**config.mk**
```make
export PLATFORM = sky130hd
export DESIGN_NAME = alu_arbiter
export DESIGN_NICKNAME = d
export VERILOG_FILES = /design/src/rtl/alu_pkg.sv /design/src/rtl/rr_pick2.sv /design/src/rtl/alu_arbiter.sv
export SDC_FILE = /design/constraint.sdc
export NUM_CORES = 1
export LEC_CHECK = 0
export CORE_MARGIN = 3
export CORE_UTILIZATION = 30
export CTS_CLUSTER_SIZE = 14
export DETAILED_ROUTE_END_ITERATION = 10
export PLACE_DENSITY = 0.68
export SLEW_MARGIN = 0
export SYNTH_ARGS = -nofsm -noshare
export SYNTH_HDL_FRONTEND = slang
export SYNTH_SLANG_ARGS = --single-unit
export TNS_END_PERCENT = 30
```
**constraint.sdc**
```tcl
create_clock -name clk -period 5.7 [get_ports clk]
set_input_delay 1.425 -clock clk [delete_from_list [all_inputs] [get_ports clk]]
set_output_delay 1.425 -clock clk [all_outputs]
set_load 0.02 [all_outputs]
```
**src/rtl/alu_pkg.sv**
```systemverilog
// Shared definitions for the ALU arbiter: default widths, ALU opcodes,
// the controller state type and an opcode legality helper.
package alu_pkg;

  localparam int W_DEF   = 32;
  localparam int OPW_DEF = 4;

  localparam logic [OPW_DEF-1:0] OP_AND = 4'b0000;
  localparam logic [OPW_DEF-1:0] OP_OR  = 4'b0001;
  localparam logic [OPW_DEF-1:0] OP_ADD = 4'b0010;
  localparam logic [OPW_DEF-1:0] OP_SUB = 4'b0110;
  localparam logic [OPW_DEF-1:0] OP_SLT = 4'b0111;
  localparam logic [OPW_DEF-1:0] OP_NOR = 4'b1100;

  typedef enum logic [1:0] {
    IDLE = 2'd0,
    EXEC = 2'd1,
    RESP = 2'd2
  } state_e;

  // True for the six codes the shared ALU implements; anything else is
  // answered with a zero result and the error flag.
  function automatic logic is_legal_op(input logic [OPW_DEF-1:0] op);
    return op inside {OP_AND, OP_OR, OP_ADD, OP_SUB, OP_SLT, OP_NOR};
  endfunction

endpackage

```
**src/rtl/rr_pick2.sv**
```systemverilog
// Two-way round-robin picker: grants the only valid requester, or on a tie
// the one that did not win last time.
module rr_pick2
  import alu_pkg::*;
(
  input  logic [1:0] valid_i,
  input  logic       last_i,
  output logic       gnt_valid_o,
  output logic       gnt_id_o
);

  // Pick the winner from the current valids and the previous winner.
  // NOTE: every output of a combinational block gets a default first so no
  // path through the block leaves it unassigned and infers a latch.
  always_comb begin
    gnt_valid_o = |valid_i;
    gnt_id_o    = 1'b0;
    if (valid_i == 2'b11) begin
      gnt_id_o = ~last_i;
    end else if (valid_i[1]) begin
      gnt_id_o = 1'b1;
    end
  end

endmodule

```
**src/rtl/alu_arbiter.sv**
```systemverilog
// Arbitrates two requesters onto one shared combinational ALU. Each accepted
// operation runs IDLE -> EXEC -> RESP; the result is registered and held
// for the consumer until it is taken.
module alu_arbiter
  import alu_pkg::*;
#(
  parameter int W   = W_DEF,
  parameter int OPW = OPW_DEF
) (
  input  logic           clk,
  input  logic           reset,

  input  logic           req0_valid,
  output logic           req0_ready,
  input  logic [W-1:0]   req0_in1,
  input  logic [W-1:0]   req0_in2,
  input  logic [OPW-1:0] req0_op,

  input  logic           req1_valid,
  output logic           req1_ready,
  input  logic [W-1:0]   req1_in1,
  input  logic [W-1:0]   req1_in2,
  input  logic [OPW-1:0] req1_op,

  output logic [W-1:0]   alu_in1,
  output logic [W-1:0]   alu_in2,
  output logic [OPW-1:0] alu_ctrl,
  input  logic [W-1:0]   alu_res,

  output logic           rsp_valid,
  input  logic           rsp_ready,
  output logic           rsp_id,
  output logic [W-1:0]   rsp_res,
  output logic           rsp_zero,
  output logic           rsp_err
);

  state_e         state_q;
  logic           last_grant_q;

  logic [W-1:0]   in1_q;
  logic [W-1:0]   in2_q;
  logic [OPW-1:0] op_q;
  logic           id_q;

  logic           rsp_valid_q;
  logic           rsp_id_q;
  logic [W-1:0]   rsp_res_q;
  logic           rsp_zero_q;
  logic           rsp_err_q;

  logic           gnt_valid;
  logic           gnt_id;
  logic           accept;
  logic           legal_d;
  logic [W-1:0]   res_d;

  rr_pick2 u_pick (
    .valid_i     ({req1_valid, req0_valid}),
    .last_i      (last_grant_q),
    .gnt_valid_o (gnt_valid),
    .gnt_id_o    (gnt_id)
  );

  // A requester is ready only while idle and holding the grant, so at most
  // one ready is ever high and ready implies that requester is valid.
  assign req0_ready = (state_q == IDLE) && gnt_valid && !gnt_id;
  assign req1_ready = (state_q == IDLE) && gnt_valid &&  gnt_id;
  assign accept     = req0_ready || req1_ready;

  // Illegal opcodes are answered with zero regardless of what the ALU says.
  assign legal_d = is_legal_op(op_q);
  assign res_d   = legal_d ? alu_res : '0;

  // Drive the shared ALU only while executing; park its inputs at zero
  // otherwise.
  always_comb begin
    alu_in1  = '0;
    alu_in2  = '0;
    alu_ctrl = '0;
    if (state_q == EXEC) begin
      alu_in1  = in1_q;
      alu_in2  = in2_q;
      alu_ctrl = op_q;
    end
  end

  // Capture the granted requester's operation on the accept edge.
  // NOTE: these operand registers have no reset; they are only observed in
  // EXEC, which can only be entered through an accept that loads them.
  always_ff @(posedge clk) begin
    if (accept) begin
      in1_q <= gnt_id ? req1_in1 : req0_in1;
      in2_q <= gnt_id ? req1_in2 : req0_in2;
      op_q  <= gnt_id ? req1_op  : req0_op;
      id_q  <= gnt_id;
    end
  end

  // Controller: accept, execute for one cycle, then hold the response.
  // Reset wins over any same-cycle accept or response handshake.
  // NOTE: state registers use non-blocking assignments so every flop samples
  // the pre-edge values and simulation matches the synthesized hardware.
  always_ff @(posedge clk) begin
    if (reset) begin
      state_q      <= IDLE;
      last_grant_q <= 1'b1;
      rsp_valid_q  <= 1'b0;
      rsp_id_q     <= 1'b0;
      rsp_res_q    <= '0;
      rsp_zero_q   <= 1'b0;
      rsp_err_q    <= 1'b0;
    end else begin
      case (state_q)
        IDLE: begin
          if (accept) begin
            last_grant_q <= gnt_id;
            state_q      <= EXEC;
          end
        end
        EXEC: begin
          rsp_res_q   <= res_d;
          rsp_zero_q  <= (res_d == '0);
          rsp_err_q   <= !legal_d;
          rsp_id_q    <= id_q;
          rsp_valid_q <= 1'b1;
          state_q     <= RESP;
        end
        RESP: begin
          if (rsp_ready) begin
            rsp_valid_q <= 1'b0;
            state_q     <= IDLE;
          end
        end
        default: state_q <= IDLE;
      endcase
    end
  end

  assign rsp_valid = rsp_valid_q;
  assign rsp_id    = rsp_id_q;
  assign rsp_res   = rsp_res_q;
  assign rsp_zero  = rsp_zero_q;
  assign rsp_err   = rsp_err_q;

endmodule

```
== After elaboration in Yosys (flattened, before gate mapping) ==
Index checks and enable logic that the tools add are counted.
Cells by class
  bitwise gates (word level): 1
  equality and inequality tests: 10
  reduce and logical (&&, ||, !) cells: 15
  mux-type cells: 14
Operators by type and width (number)
  $mux W32: 5
  $logic_not A32 Y1: 1
  $eq A4 B3 Y1 const B: 2
  $mux W4: 2
  $pmux W2 S3: 1
  $reduce_and A2 Y1: 3
  $reduce_bool A6 Y1: 1
  $eq A2 B2 Y1 const B: 2
  $eq A4 B1 Y1 const B: 1
  $eq A4 B2 Y1 const B: 1
  $eq A4 B4 Y1 const B: 1
  $logic_not A4 Y1: 1
  $mux W2: 2
  $ne A2 B2 Y1 const B: 2
  $logic_and A1 B1 Y1: 3
  $mux W1: 3
  $eq A2 B1 Y1 const B: 1
  $logic_not A1 Y1: 2
  $logic_not A2 Y1: 1
  $pmux W1 S2: 1
  $reduce_bool A2 Y1: 1
  $reduce_or A2 Y1: 1
  $logic_or A1 B1 Y1: 1
  $not A1 Y1: 1
Storage, ports and cells
  bits in registers: 108

== Depth between registers and ports, before layout ==
  word-level depth: 7
  gate-level depth with buffers: 5
  gate-level depth less buffers: 4

== Cells and area by module ==
From an unflattened synthesis, not the netlist that was laid out.
Second synthesis, totals
  cells, all modules: 340
  area, all modules: 4660.7 um2
By module, submodules not included
  alu_arbiter: sequential area each 2852.7 um2, area an instance 4647.0 um2, cells an instance 338, instances 1
  rr_pick2: sequential area each 0.0 um2, area an instance 13.8 um2, cells an instance 2, instances 1

== Worst setup path before layout ==
No wires, ideal clock.
  path type: input-to-output
  start: input req1_valid
  end: output req1_ready
  arrival: 2.135 ns
  cell stages on the path: 3
  path slack: 2.140 ns
  cell sequence: a21boi_1 > inv_1 > nor2_1
On the way
  word-level cells in the longest chain between the ends: 3
  elaborated cells on any way between the ends: 6
  classes of those cells: 1 x eq/ne; 2 x mux; 3 x reduce/logical
Ends and longest elaborated chain
  start, declared: line alu_arbiter.sv:19  | input logic req1_valid,
  $eq A2 B2 Y1, or another cell as far along: line rr_pick2.sv:18  | if (valid_i == 2'b11) begin
  $mux W1 or $logic_and A1 B1 Y1 (tied branches): line rr_pick2.sv:18, alu_arbiter.sv:68
  $logic_and A1 B1 Y1 (*): line alu_arbiter.sv:68  | assign req1_ready = (state_q == IDLE) && gnt_valid && gnt_id;
  end, declared: line alu_arbiter.sv:20  | output logic req1_ready,
Every way passes the cells marked *; elsewhere a longest branch is shown, timed or not.

== Worst setup path after layout ==
  start: input req0_valid
  end: output req1_ready
On the way
  word-level cells in the longest chain between the ends: 3
  elaborated cells on any way between the ends: 5
  classes of those cells: 1 x eq/ne; 1 x mux; 3 x reduce/logical
Ends and longest elaborated chain
  start, declared: line alu_arbiter.sv:13  | input logic req0_valid,
  $eq A2 B2 Y1 or $reduce_or A2 Y1 (tied branches): line rr_pick2.sv:18, rr_pick2.sv:16
  $mux W1 or $logic_and A1 B1 Y1 (tied branches): line rr_pick2.sv:18, alu_arbiter.sv:68
  $logic_and A1 B1 Y1 (*): line alu_arbiter.sv:68
Marked as above.

==> metrics.md <==
| Metric | Value |
|---|---|
| Crit path largest cell delay | between 500 and 600 ps |
| CP Class | in -> out |
| Power per Cell Area | around 260 nW/um^2 |
| Fin nets | approximately 780 |
| Initial antenna violation count | 0 |
| Combinational share of power | 0.230 |
| VDD IR-drop max | 151 uV |
| Hold_sp | rsp_err |
| Top cell type's share of synthesized area | 0.444 |
| Startpoint Class | primary input |
| First-pass GRT wire length | 20700 um |
| Die height | ~130 um |
| Commonest cells after routing, fill and taps aside | 278 x clkdlybuf4s50_1, 69 x edfxtp_1, 68 x and2_1, 68 x mux2_2, 39 x dfxtp_1 |
| Skew-Pair Late Insertion Delay | 350 ps |
| Final ANT Viol Nets | 0 |
| GR Overflow Total | 0 |
| Int Pwr | ~1.5 mW |
| Crit path DAT | slightly above 3000 ps |
| Status | complete, no violations |
| Max Cap Viol | 0 |
| Sequential power share | 0.462 |
| Most common cell after layout, fill and taps aside | clkdlybuf4s50_1 |
| DP Cell Count | 783 |
| FF+latch count, synth | between 100 and 150 |
| Synthesis-to-finish area growth | 70.4% |
| Static leakage | about 2.8 nW |
| Worst-margin pin slew | between 1000 and 1500 ps |
| Share of layout cells above drive strength 1 | 0.156 |
| DRT Pass-1 Iters | 4 |
| Switching part of the total power | 0.254 |
| CP Data Required Time | 4280 ps |
| TritonCTS clock tree | built |
| Worst path most repeated cell | clkdlybuf4s50_1 |
| Worst R2R Start | state_q[1] |
| Post-CTS Repair Setup Buffers | 0 |
| Delay-heaviest family, CP | buffers and inverters |
| Root Driver | clkbuf_16 |
| Worst-case clock buffer depth | 2 |
| EDFF count, synth | a little under 70 |
| Async SR Flop Fraction | 0 |
| TritonCTS sink count | roughly 110 |
| Final Non-Filler Cells | between 700 and 800 |
| Initial Utilization | 0.314 |
| CP max-delay cell | clkdlybuf4s50_1 |
| Cell taking the most area after synthesis | edfxtp_1 |
| Core outline area | ~15000 um^2 |
| Resized Gates After CTS | 0 |
| Std-Cell Rows | 44 |
| Syn_nets | around 510 |
| Tot GR Track Use | 0.159 |
| Residual DRC | 0 |
| Ranking of synthesized cells by area | edfxtp_1 44%, dfxtp_1 17%, mux2_2 16% |
| Worst-path clk slew | 70 ps |
| # setup viols final | 0 |
| Die ar. | 17100 um^2 |
| Fin. max-slew vios | 0 |
| Crit end category | primary output |
| Initial DRC Count | between 100 and 150 |
| GP Congestion | around 0.77 |
| CTS H-Tree Depth | 3 |
| Setup tns final | 0 ps |
| Cts-stage hold buffer count | 0 |
| Max-slew headroom | 0.134 |
| I/O pin count | approximately 280 |
| Buf+Inv Stages, Crit Path | 2 |
| Synthesized instance count | 339 |
| Setup crit start | req0_valid |
| Dpl hpwl | 10600 um |
| Count of input and output buffers | 278 |
| # fillers | between 1k and 1.5k |
| Vias in the first global route | just under 4k |
| Clock network power share | 0.308 |
| Sequential share of the synthesized area | 0.612 |
| Worst Hold Class | reg -> reg |
| Synth warn | 0 |
| Largest net degree at the start of global routing | 46 |
| Via count | 3724 |
| Post-Syn Area | about 4700 um^2 |
| RSZ-0062 raised after global routing | no |
| Largest fanout on the critical path | 5 |
| Final worst-path cycle share | 0.791 |
| Num CTS Buffers | 9 |
| Synth unique cells | 27 |
| Fmax | about 0.22 GHz |
| Post-Syn Area per Cell | 13.8 um^2 |
| Crit-path cells | clkdlybuf4s50_1, o21ai_0, nor2_1, clkdlybuf4s50_1 |
| WL/cell | around 17 um |
| Minimum clock period | about 4500 ps |
| Switching Power | ~520 uW |
| Fin. Hold Viols | 0 |
| Routed WL | roughly 14000 um |
| Via/cell ratio | about 4.7 |
| Die W | 131 um |
| Primary FF master, synth | edfxtp_1 |
| Worst Skew | roughly 8 ps |
| N_diodes | 0 |
[cell type report]
type | instances | area (um^2) | area share
clock inverters | 5 | 40.0 | 0.00504
inverters | 2 | 7.51 | 0.000945
repair buffers | 282 | 2810 | 0.354
flip-flops and latches | 108 | 2850 | 0.359
multi-input cells | 207 | 1740 | 0.218
well taps | 184 | 230 | 0.0290
clock buffers | 11 | 264 | 0.0332
[metal layers]
metal	vias to the layer above	share of wire	GRT usage
li1	1791	-	-
met1	1735	0.37	0.168
met2	185	0.50	0.288
met3	13	0.11	0.0679
met4	0	0.0096	0.0436
met5	-	0	0
[state kept, by name, indices dropped and copies added (netlist names)]
name / cells
in1_q: 32
in2_q: 32
rsp_res: 32
op_q: 4
state_q: 2
id_q: 1
last_grant_q: 1
rsp_err: 1
rsp_id: 1
rsp_valid: 1
rsp_zero: 1
[logic make-up (layout without fill, tap and decap cells)]
logic type             count (synthesis)  after routing  synth area share
muxes                                 68             68             0.164
DFF                                  108            108             0.612
AOI/OAI and AO/OA                     43             43            0.0762
buffers and inverters                 24            300            0.0220
and+or+nand+nor                       96             96             0.126
[worst reg2reg max path, stage by stage (launching register included)]
cell and delay (ps):
dfxtp_1 370, nor2_1 170, o21ai_0 240, inv_2 740
buf_4 530
[final timing paths]
| kind | to | slack [ps] | cells past startpoint |
|---|---|---|---|
| min | rsp_err | 460 | 2 |
| max reg2reg | in2_q[18] | 3290 | 4 |
| min reg2reg | rsp_err | 460 | 2 |
| max | req1_ready | 1190 | 4 |
[through the flow]
stage	util	setup slack, ps	total power [mW]	instance area [um^2]	hold slack, ps
2_1_floorplan	-	2140	1.17	4660	436
3_3_place_gp	0.514	1270	1.43	7640	447
3_5_place_dp	0.514	1200	1.44	7640	451
4_1_cts	0.534	1190	2.08	7940	461
5_1_grt	0.534	1070	2.14	7940	487
6_report	0.534	1190	2.05	7940	456
[cell usage after synthesis (2+ instances only)]
| master | number |
|---|---|
| clkbuf_1 | 12 |
| a21oi_1 | 3 |
| nor2_1 | 6 |
| a211o_1 | 2 |
| mux2_2 | 68 |
| nand2_1 | 4 |
| and2_1 | 68 |
| nand3_1 | 2 |
| inv_1 | 2 |
| nor2b_1 | 2 |
| o21ai_0 | 2 |
| or4_1 | 2 |
| buf_2 | 10 |
| a22o_1 | 31 |
| dfxtp_1 | 39 |
| edfxtp_1 | 69 |
| nor4_1 | 7 |
[power groups by stage]
stage	registers, mW	logic (mW)	clock network [mW]
2_1_floorplan	0.973	0.197	0
3_3_place_gp	0.961	0.471	0
3_5_place_dp	0.964	0.476	0
4_1_cts	0.947	0.479	0.652
5_1_grt	0.955	0.504	0.680
6_report	0.945	0.470	0.631
Power figures use the tool's default switching activity.
